--- src/rtl/score_pkg.sv ---
// Shared op encodings and address-width helper for the score bank.
package score_pkg;

   typedef enum logic [1:0] {
      OP_ADD  = 2'b00,
      OP_SUB  = 2'b01,
      OP_LOAD = 2'b10,
      OP_NOP  = 2'b11
   } op_e;

   // A one-channel bank still needs a 1-bit address port.
   function automatic int addr_w(input int n);
      return (n > 1) ? $clog2(n) : 1;
   endfunction

endpackage

--- src/rtl/sat_addsub.sv ---
// Combinational saturating add / floored subtract / load for one score value.
module sat_addsub
   import score_pkg::*;
#(
   parameter int W     = 8,
   parameter int INC_W = 5
) (
   input  logic [W-1:0]     s,
   input  logic [INC_W-1:0] d,
   input  logic [1:0]       op,
   output logic [W-1:0]     s_next,
   output logic             clipped
);

   localparam logic [W:0] MAX_VAL = {1'b0, {W{1'b1}}};

   logic [W:0] d_ext;
   logic [W:0] sum;
   logic [W:0] diff;

   // One guard bit above the score makes overflow and borrow directly visible.
   assign d_ext = {{(W + 1 - INC_W){1'b0}}, d};
   assign sum   = {1'b0, s} + d_ext;
   assign diff  = {1'b0, s} - d_ext;

   always_comb begin
      s_next  = s;
      clipped = 1'b0;
      case (op)
         OP_ADD: begin
            if (sum > MAX_VAL) begin
               s_next  = {W{1'b1}};
               clipped = 1'b1;
            end else begin
               s_next = sum[W-1:0];
            end
         end
         OP_SUB: begin
            if (diff[W]) begin
               s_next  = '0;
               clipped = 1'b1;
            end else begin
               s_next = diff[W-1:0];
            end
         end
         OP_LOAD: s_next = d_ext[W-1:0];
         default: s_next = s;
      endcase
   end

endmodule

--- src/rtl/score_bank.sv ---
// Bank of per-player saturating score accumulators with sticky saturation
// flags and a registered leader (max score, lowest index on ties).
module score_bank
   import score_pkg::*;
#(
   parameter int NUM_CH   = 4,
   parameter int W        = 8,
   parameter int INC_W    = 5,
   parameter int ZERO_CH0 = 1,
   localparam int ADDR_W  = addr_w(NUM_CH)
) (
   input  logic              clock,
   input  logic              rst_n,
   input  logic              write,
   input  logic [1:0]        op,
   input  logic [ADDR_W-1:0] wr_addr,
   input  logic [INC_W-1:0]  wr_data,
   input  logic              clear,
   input  logic [ADDR_W-1:0] clr_addr,
   input  logic [ADDR_W-1:0] rd_addr,
   output logic [W-1:0]      rd_data,
   output logic [NUM_CH-1:0] sat,
   output logic [ADDR_W-1:0] leader_idx,
   output logic [W-1:0]      leader_score,
   output logic              leader_valid
);

   logic [W-1:0]      score [NUM_CH];
   logic [W-1:0]      cur_score;
   logic [W-1:0]      new_score;
   logic              new_clipped;
   logic [W-1:0]      best_score;
   logic [ADDR_W-1:0] best_idx;
   logic [ADDR_W-1:0] leader_idx_reg;
   logic [W-1:0]      leader_score_reg;
   logic              leader_valid_reg;

   // Single write port: select the addressed score; out-of-range reads as 0.
   always_comb begin
      cur_score = '0;
      for (int i = 0; i < NUM_CH; i++) begin
         if (wr_addr == ADDR_W'(i)) cur_score = score[i];
      end
   end

   sat_addsub #(
      .W     (W),
      .INC_W (INC_W)
   ) u_addsub (
      .s       (cur_score),
      .d       (wr_data),
      .op      (op),
      .s_next  (new_score),
      .clipped (new_clipped)
   );

   genvar gi;
   generate
      for (gi = 0; gi < NUM_CH; gi++) begin : g_ch
         if (ZERO_CH0 != 0 && gi == 0) begin : g_zero
            assign score[gi] = '0;
            assign sat[gi]   = 1'b0;
         end else begin : g_live
            logic         wr_hit;
            logic         clr_hit;
            logic [W-1:0] score_reg;
            logic         sat_reg;

            assign wr_hit  = write && (wr_addr == ADDR_W'(gi));
            assign clr_hit = clear && (clr_addr == ADDR_W'(gi));

            // Clear beats a same-cycle write to the same channel.
            always_ff @(posedge clock or negedge rst_n) begin
               if (!rst_n) begin
                  score_reg <= '0;
                  sat_reg   <= 1'b0;
               end else if (clr_hit) begin
                  score_reg <= '0;
                  sat_reg   <= 1'b0;
               end else if (wr_hit) begin
                  score_reg <= new_score;
                  if (new_clipped) sat_reg <= 1'b1;
               end
            end

            assign score[gi] = score_reg;
            assign sat[gi]   = sat_reg;
         end
      end
   endgenerate

   always_comb begin
      rd_data = '0;
      for (int i = 0; i < NUM_CH; i++) begin
         if (rd_addr == ADDR_W'(i)) rd_data = score[i];
      end
   end

   // Strict greater-than keeps the lowest index on ties.
   always_comb begin
      best_score = score[0];
      best_idx   = '0;
      for (int i = 1; i < NUM_CH; i++) begin
         if (score[i] > best_score) begin
            best_score = score[i];
            best_idx   = ADDR_W'(i);
         end
      end
   end

   always_ff @(posedge clock or negedge rst_n) begin
      if (!rst_n) begin
         leader_idx_reg   <= '0;
         leader_score_reg <= '0;
         leader_valid_reg <= 1'b0;
      end else begin
         leader_idx_reg   <= best_idx;
         leader_score_reg <= best_score;
         leader_valid_reg <= (best_score != '0);
      end
   end

   assign leader_idx   = leader_idx_reg;
   assign leader_score = leader_score_reg;
   assign leader_valid = leader_valid_reg;

endmodule
--- config.mk ---
export PLATFORM = sky130hd
export DESIGN_NAME = score_bank
export DESIGN_NICKNAME = d
export VERILOG_FILES = /design/src/rtl/score_pkg.sv /design/src/rtl/sat_addsub.sv /design/src/rtl/score_bank.sv
export SDC_FILE = /design/constraint.sdc
export NUM_CORES = 1
export LEC_CHECK = 0
export CAP_MARGIN = 10
export CORE_MARGIN = 1
export CORE_UTILIZATION = 59
export CTS_BUF_LIST = sky130_fd_sc_hd__clkbuf_4
export CTS_CLUSTER_DIAMETER = 200
export DETAILED_ROUTE_END_ITERATION = 10
export PLACE_DENSITY_LB_ADDON = 0.1
export RECOVER_POWER = 50
export SYNTH_ARGS = -nofsm -noshare
export SYNTH_HDL_FRONTEND = slang
export SYNTH_SLANG_ARGS = --single-unit
--- constraint.sdc ---
create_clock -name clock -period 4.6 [get_ports clock]
set_input_delay 0.46 -clock clock [delete_from_list [all_inputs] [get_ports clock]]
set_output_delay 0.46 -clock clock [all_outputs]
set_load 0.05 [all_outputs]
==> results.sh <==
export IMPL_outcome="complete, but fails checks"
export IMPL_violations="max-capacitance violations, max-slew violations"
export IMPL_via_count=3320
export IMPL_cp_arrival_ns=4.57
export IMPL_cpPeakStageDelay_ns=0.53
export IMPL_clk_latency_ns=0.36
export IMPL_final_nets=488
export IMPL_finClkSkew_ns=0.0107
export IMPL_fin_setup_tns_ns=0
export IMPL_start_kind="register"
export IMPL_wl_per_cell_um=18.7
export IMPL_synth_edf_count=0
export IMPL_syn_nets=451
export IMPL_yosys_warnings=0
export IMPL_grt_overflow=0
export IMPL_rsz0062_at_grt="no"
export IMPL_slew_headroom=-0.392
export IMPL_grt_pass1_vias=3230
export IMPL_die_h_um=78.1
export IMPL_layout_commonest_cell="nor2_1"
export IMPL_synth_area_leaders="dfrtp_1 28%, ha_1 9.9%, nor2_1 4.7%"
export IMPL_rr_worst_depth=16
export IMPL_slew_violations=39
export IMPL_tightestPinTransition_ns=2.09
export IMPL_ioPinCount=40
export IMPL_numCtsBuffers=5
export IMPL_ant_nets=0
export IMPL_critPathTopFamily="simple AND/OR/NAND/NOR gates"
export IMPL_netlist_top_cell_by_area="dfrtp_1"
export IMPL_postCtsSetupRepairBufs=0
export IMPL_finalSetupViolCount=0
export IMPL_fp_dieArea_um2=6100
export IMPL_dr_pass1_iters=5
export IMPL_ys_seq_elements=38
export IMPL_fp_dieW_um=78.1
export IMPL_synthCells=405
export IMPL_path_buf_inv=2
export IMPL_crit_type="register to register"
export IMPL_worst_setup_path_end_kind="register"
export IMPL_vias_per_cell=6.45
export IMPL_r2r_slack_ns=0.28
export IMPL_min_path_type="register to register"
export IMPL_p_leak_uw=0.00169
export IMPL_crit_chain="inv_1 -> ha_1 -> nand4_1 -> nor2_1 -> buf_4 -> o2bb2ai_1 -> nor2_1 -> and2_1 -> ha_1 -> a21oi_1 -> o21ai_1 -> nor2_2 -> a21o_1 -> a31oi_1 -> or4_1 -> or4b_1"
export IMPL_drtIter0Drc=196
export IMPL_grt_max_degree=39
export IMPL_area_delta_synth_final_pct=17.4
export IMPL_gp_congestion=0.999
export IMPL_fp_row_count=27
export IMPL_floorplan_initialDensity=0.617
export IMPL_clk_path_buf_depth=2
export IMPL_path_clk_slew_ns=0.13
export IMPL_root_buffer="clkbuf_4"
export IMPL_clkSinkCount=38
export IMPL_synth_avg_cell_area_um2=8.44
export IMPL_peakVddDrop_mv=0.345
export IMPL_p_per_area_nw_per_um2=480
export IMPL_synth_cell_type_count=66
export IMPL_postSynth_topFlopCell="dfrtp_1"
export IMPL_whs_ns=0.499
export IMPL_layout_common_cells="42 x nor2_1, 38 x dfrtp_1, 29 x nand2_1"
export IMPL_diodes=0
export IMPL_largest_reg_flops=24
export IMPL_synth_top_area_share=0.278
export IMPL_cp_required_ns=4.85
export IMPL_syn_area_um2=3420
export IMPL_max_freq_ghz=0.232
export IMPL_drt_total_wl_um=9620
export IMPL_grt_antenna_before_repair=0
export IMPL_seq_area_frac_synth=0.278
export IMPL_worstHoldPathCells=2
export IMPL_grt_pass1_wl_um=15800
export IMPL_cp_num_cells=16
export IMPL_design_core_area_um2=5540
export IMPL_period_needed_ns=4.32
export IMPL_final_hold_viol_count=0
export IMPL_htreeDepth=2
export IMPL_drive_above_1_share=0.117
export IMPL_async_reset_ff_frac=1.00
export IMPL_drc=0
export IMPL_grt_total_usage=0.334
export IMPL_maxCapViolations=1
export IMPL_crit_fanout=12
export IMPL_io_buffers=38
export IMPL_final_period_utilization=0.939
export IMPL_critical_path_slowest_cell="or4_1"
export IMPL_place_detailed_hpwl_um=7450
export IMPL_cts_tree="built"
path summary, 6_finish.rpt:
| kind | from | endpoint |
|---|---|---|
| max in group asynchronous | rst_n | g_ch[1].g_live.sat_reg |
| setup / recovery | g_ch[1].g_live.score_reg[5] | leader_valid |
| min in group asynchronous | rst_n | g_ch[3].g_live.score_reg[1] |
| setup reg to reg | g_ch[1].g_live.score_reg[5] | leader_valid |
| hold reg to reg | g_ch[2].g_live.score_reg[0] | g_ch[2].g_live.score_reg[0] |
| hold / removal | g_ch[2].g_live.score_reg[0] | g_ch[2].g_live.score_reg[0] |
tightest hold or removal path: cells and delay by family, from the launching register on:
family	cells	cell delay, ns
DFF	1	0.36
AOI/OAI and AO/OA	1	0.06
and+or+nand+nor	1	0.05
power by group:
group,switching [uW],total (uW),internal [uW]
logic,721,1160,437
clock network,122,292,170
registers,58.9,475,416
cells by family (layout without fill, tap and decap cells):
group | count (synthesis) | in the layout | share of synthesized area
compound gates | 125 | 125 | 0.264
xor+xnor | 6 | 6 | 0.0154
fa+ha+maj | 29 | 29 | 0.111
buf+inv | 47 | 85 | 0.0575
flops | 38 | 38 | 0.278
mux | 18 | 18 | 0.0600
other cells | 1 | 1 | 0.00110
simple gates | 141 | 141 | 0.213
timing repair:
| action | CTS | global route |
|---|---|---|
| endpoints found under the hold margin | 0 | 0 |
| setup endpoints to repair | 0 | 1 |
| gates resized for setup | 0 | 3 |
| hold buffers | 0 | 0 |
Yosys cell counts (2+ instances only):
| cell | instances |
|---|---|
| a2111oi_0 | 2 |
| a211oi_1 | 15 |
| a21o_1 | 2 |
| a21oi_1 | 14 |
| a22o_1 | 18 |
| a22oi_1 | 2 |
| a31oi_1 | 9 |
| and2_1 | 6 |
| and3_1 | 3 |
| buf_2 | 4 |
| buf_4 | 4 |
| clkbuf_1 | 14 |
| dfrtp_1 | 38 |
| fa_1 | 2 |
| ha_1 | 27 |
| inv_1 | 24 |
| mux2_2 | 13 |
| mux2i_1 | 3 |
| nand2_1 | 29 |
| nand2b_1 | 18 |
| nand3_1 | 3 |
| nand3b_1 | 2 |
| nand4_1 | 4 |
| nor2_1 | 43 |
| nor2b_1 | 9 |
| nor3_1 | 3 |
| nor4_1 | 10 |
| o21a_1 | 4 |
| o21ai_0 | 28 |
| o21ai_1 | 3 |
| o2bb2ai_1 | 6 |
| o31a_1 | 2 |
| o32ai_1 | 2 |
| or2_2 | 2 |
| xnor2_1 | 6 |
layout make-up:
class,instances,area [um^2]
fill,436,1530
multi-input combinational,320,2290
clock buffer,5,37.5
sequential,38,951
tap,72,90.1
inverter,24,90.1
timing repair buffer,53,487
clock inverter,3,68.8
through the flow:
step                      utilization  cells  instance area, um^2  setup WS (ns)  total power, uW
after global placement          0.702    507                 3890          0.375             1590
after detailed placement        0.702    507                 3890          0.291             1620
after floorplan                     -    405                 3420          0.401             1280
after CTS                       0.721    515                 4000          0.279             1900
final                           0.724    515                 4010          0.281             1930
after global routing            0.724    515                 4010        0.00985             2040
layer usage:
metal / part of all wire / vias to the layer above / global-route usage
li1: - / 1555 / -
met1: 0.40 / 1551 / 0.399
met2: 0.49 / 164 / 0.575
met3: 0.064 / 50 / 0.0488
met4: 0.050 / 0 / 0.185
met5: 0 / - / 0
No activity file was read; power rests on OpenSTA's default activity.
